`src/rtl/_reg_arbiter_pkg.sv`:
```
// _reg_arbiter_pkg: shared FSM state encoding and default sizes for the arbiter
//    state_t   : IDLE=00, WR0=01, WR1=10 (11 is illegal and falls back to IDLE)
//    WIDTH_DEF : default shared register width
//    CNT_W_DEF : default completed-write counter width
package _reg_arbiter_pkg;
   typedef enum logic [1:0] {IDLE = 2'b00, WR0 = 2'b01, WR1 = 2'b10} state_t;
   localparam int WIDTH_DEF = 8;
   localparam int CNT_W_DEF = 4;
endpackage

```
`src/rtl/_dff_en.sv`:
```
// _dff_en: WIDTH-bit D register with load enable and asynchronous active-low clear
//    clk     : rising-edge clock
//    reset_n : asynchronous clear, active low
//    en      : load enable
//    d       : data in
//    q       : registered data out
module _dff_en #(
   parameter int WIDTH = 8
) (
   input  logic             clk,
   input  logic             reset_n,
   input  logic             en,
   input  logic [WIDTH-1:0] d,
   output logic [WIDTH-1:0] q
);
   always_ff @(posedge clk or negedge reset_n)
      if (!reset_n) q <= '0;
      else if (en) q <= d;
endmodule

```
`src/rtl/_reg_arbiter.sv`:
```
// _reg_arbiter: two-requester round-robin write arbiter for a shared register
//    clk, reset_n : rising-edge clock, asynchronous active-low reset
//    req0/d0      : requester 0 write request and data
//    req1/d1      : requester 1 write request and data
//    gnt0/gnt1    : one-cycle registered grants, never high together
//    q, valid     : shared register contents and written-since-reset flag
//    last         : index of the most recent writer (1 after reset so 0 wins first tie)
//    wcnt         : wrapping completed-write counter
module _reg_arbiter
   import _reg_arbiter_pkg::*;
#(
   parameter int WIDTH = WIDTH_DEF,
   parameter int CNT_W = CNT_W_DEF
) (
   input  logic             clk,
   input  logic             reset_n,
   input  logic             req0,
   input  logic [WIDTH-1:0] d0,
   input  logic             req1,
   input  logic [WIDTH-1:0] d1,
   output logic             gnt0,
   output logic             gnt1,
   output logic [WIDTH-1:0] q,
   output logic             valid,
   output logic             last,
   output logic [CNT_W-1:0] wcnt
);
   state_t state, next_state;
   logic   commit;

   always_ff @(posedge clk or negedge reset_n)
      if (!reset_n) state <= IDLE;
      else state <= next_state;

   // Every non-IDLE state (including the illegal code) returns to IDLE,
   // so a grant lasts exactly one cycle. On a tie, last=1 favours requester 0.
   always_comb begin
      next_state = IDLE;
      if (state == IDLE)
         next_state = (req0 && (!req1 || last)) ? WR0 : (req1 ? WR1 : IDLE);
   end

   always_comb begin
      gnt0   = state == WR0;
      gnt1   = state == WR1;
      commit = gnt0 || gnt1;
   end

   always_ff @(posedge clk or negedge reset_n)
      if (!reset_n) begin
         valid <= 1'b0;
         last  <= 1'b1;
         wcnt  <= '0;
      end else if (commit) begin
         valid <= 1'b1;
         last  <= gnt1;
         wcnt  <= wcnt + CNT_W'(1);
      end

   _dff_en #(.WIDTH(WIDTH)) u_q (
      .clk     (clk),
      .reset_n (reset_n),
      .en      (commit),
      .d       (gnt1 ? d1 : d0),
      .q       (q)
   );
endmodule

```
`config.mk`:
```
export PLATFORM = sky130hd
export DESIGN_NAME = _reg_arbiter
export DESIGN_NICKNAME = d
export VERILOG_FILES = /design/src/rtl/_reg_arbiter_pkg.sv /design/src/rtl/_dff_en.sv /design/src/rtl/_reg_arbiter.sv
export SDC_FILE = /design/constraint.sdc
export NUM_CORES = 1
export LEC_CHECK = 0
export ABC_AREA = 1
export BUFFER_PORTS_ARGS = -buffer_cell sky130_fd_sc_hd__buf_2
export CORE_MARGIN = 5
export CORE_UTILIZATION = 47
export DETAILED_ROUTE_END_ITERATION = 7
export PLACE_DENSITY = 0.81
export SKIP_CTS_REPAIR_TIMING = 1
export SYNTH_ARGS = -nofsm -noshare
export SYNTH_HDL_FRONTEND = slang
export SYNTH_SLANG_ARGS = --single-unit
```
`constraint.sdc`:
```
create_clock -name clk -period 3.1 [get_ports clk]
set_clock_uncertainty 0.1 [all_clocks]
set_input_delay 0.62 -clock clk [delete_from_list [all_inputs] [get_ports clk]]
set_output_delay 0.62 -clock clk [all_outputs]
set_load 0.01 [all_outputs]
```
==> impl_metrics.tcl <==
set metrics [dict create \
    io_buffers 35 \
    die_area_um2 2460 \
    clockRootBuffer "clkbuf_4" \
    ctsHtreeMaxLevel 1 \
    drt_iter0_drc 4 \
    rsz0062_at_grt "false" \
    endpoint_kind "output pin" \
    wl_per_cell_um 11.8 \
    hold_viol 0 \
    p_leak_uw 0.000504 \
    vias 660 \
    dp_hpwl_mm 1.24 \
    ant_nets 0 \
    drv_slew 0 \
    hold_slack_ns 0.132 \
    dieHeight_um 49.6 \
    synth-seq-area-share_pct 54.6 \
    ys.warnings.count 0 \
    cp_top_family "flip-flops" \
    tightestPinTransition_ns 0.364 \
    fmax_ghz 0.499 \
    syn_avg_cell_area_um2 9.08 \
    slowest_delay_ns 0.39 \
    ios 36 \
    crit_path_start_kind "register" \
    cpMaxStageDelayCell "dfrtp_1" \
    fin_crit_sh_pct 64.6 \
    worst_ep_required_time_ns 2.38 \
    cp_max_fo 10 \
    cts.sinks 16 \
    relSlewSlack_pct 75.7 \
    core_um2 1490 \
    initial_core_util_pct 49.4 \
    dr.pass1.iters 4 \
    drc 0 \
    cp_data_arrival_time_ns 1.28 \
    layout-drive-gt1-share_pct 34.7 \
    grt_pass1_vias 704 \
    die_width_um 49.6 \
    tns_ns 0 \
    wl_mm 1.58 \
    p_total_uw 798 \
    clk_path_buf_depth 2 \
    cts-buffers-inserted 3 \
    crit_buf_inv 2 \
    grt_overflow 0 \
    grt_pass1_wl_mm 2.83 \
    cts_tree "yes" \
    stdcell_count 134 \
    syn_nets 105 \
    clkLatencyLatePin_ns 0.28 \
    antennaDiodeCount 0 \
    grt_antenna_before_repair 0 \
    final_util_pct 62.8 \
    status "finished, final reports clean" \
    synth_area_um2 736 \
    vias_per_cell 4.93 \
    path_class "register to output pin" \
    finalWeightedCongestion 0.703 \
    syn_to_final_growth_pct 27.0 \
    ys_types 14 \
    ir_drop_mv 0.459 \
    clk_pin_slew_ns 0.09 \
    synth_cells 81 \
    min_path_type "primary input to async pin" \
    cellPowerDensity_nw_per_um2 854 \
    cp_cell_sequence "inv_1 -> ha_1 -> buf_2" \
    grt_max_degree 17 \
    setup_viol_count_final 0 \
    cap_violations 0 \
    nets 143 \
    finalCriticalPeriod_ns 2.00 \
    ys_ff_latch 16 \
    grt_usage_pct 14.4 \
    place_inst 130 \
    rows 14 \
]
==> routing by layer <==
layer,wire [um],part of all wire (%),track usage (%)
met5,0,0,0
met1,712,45,17.4
met2,732,46,23.3
met3,123,7.8,4.22
met4,12,0.76,6.55
==> cells in the final DEF (no fill, tap or decap) <==
cell type / Yosys / layout
buf_2: 0 / 35
or2_1: 1 / 1
nor3_1: 1 / 1
inv_2: 1 / 1
ha_1: 4 / 4
nor2_1: 13 / 13
dfrtp_1: 15 / 15
nand2_1: 16 / 16
clkbuf_1: 0 / 1
dfstp_2: 1 / 1
xor2_1: 2 / 2
clkbuf_4: 0 / 3
inv_1: 7 / 7
o21ai_1: 7 / 7
o21ai_2: 1 / 1
o21ai_0: 10 / 10
==> sequential cells by signal (all words and copies together) (netlist names) <==
name,count
valid,1
u_q.q,8
wcnt,4
last,1
state,2
==> stage by stage <==
stage | worst slack (ns) | instance area [um^2]
3_3_place_gp | 1.44 | 908
2_1_floorplan | 1.64 | 736
5_1_grt | 1.01 | 935
4_1_cts | 1.07 | 935
3_5_place_dp | 1.39 | 908
6_report | 1.10 | 935
==> cell usage after synthesis <==
| cell | count | share of area, % |
|---|---|---|
| or2_1 | 1 | 0.85 |
| nand2_1 | 16 | 8.2 |
| dfstp_2 | 1 | 3.6 |
| nor2_1 | 13 | 6.6 |
| ha_1 | 4 | 6.8 |
| o21ai_2 | 1 | 1.2 |
| inv_2 | 1 | 0.51 |
| dfrtp_1 | 15 | 51 |
| nor3_1 | 1 | 0.68 |
| o21ai_0 | 10 | 6.8 |
| o21ai_1 | 7 | 4.8 |
| xor2_1 | 2 | 2.4 |
| inv_1 | 7 | 3.6 |
| buf_6 | 2 | 3.1 |
==> logic make-up after synthesis <==
family / Yosys count / share of synthesized area, %
xor gates and xnor gates: 2 / 2.38
adders and majority gates: 4 / 6.80
AOI/OAI and AO/OA: 18 / 12.8
buffers and inverters: 10 / 7.14
DFF: 16 / 54.6
and+or+nand+nor: 31 / 16.3
==> power by group <==
group | switching [uW] | leakage, uW | total (uW) | internal (uW)
sequential | 56.8 | 0.000190 | 358 | 301
combinational | 193 | 0.000299 | 329 | 136
clock | 62.1 | 0.0000150 | 112 | 49.9
==> path summary, 6_finish.rpt <==
check                              start        to  slack (ns)  cells after the start
worst max-delay path            state[0]      gnt1        1.10                      3
worst min-delay path             reset_n   wcnt[0]        0.13                      1
max in group asynchronous        reset_n      last        2.46                      1
min in group clk                   valid     valid        0.37                      1
worst min register to register     valid     valid        0.37                      1
worst max register to register  state[0]  u_q.q[2]        1.49                      5
==> area by class of cell <==
| class | instances | area, um^2 |
|---|---|---|
| fill | 143 | 554 |
| sequential | 16 | 402 |
| multi-input combinational | 55 | 282 |
| timing repair buffer | 35 | 175 |
| inverter | 8 | 30.0 |
| clock buffer | 4 | 26.3 |
| tap | 16 | 20.0 |
Power figures use the tool's default switching activity.
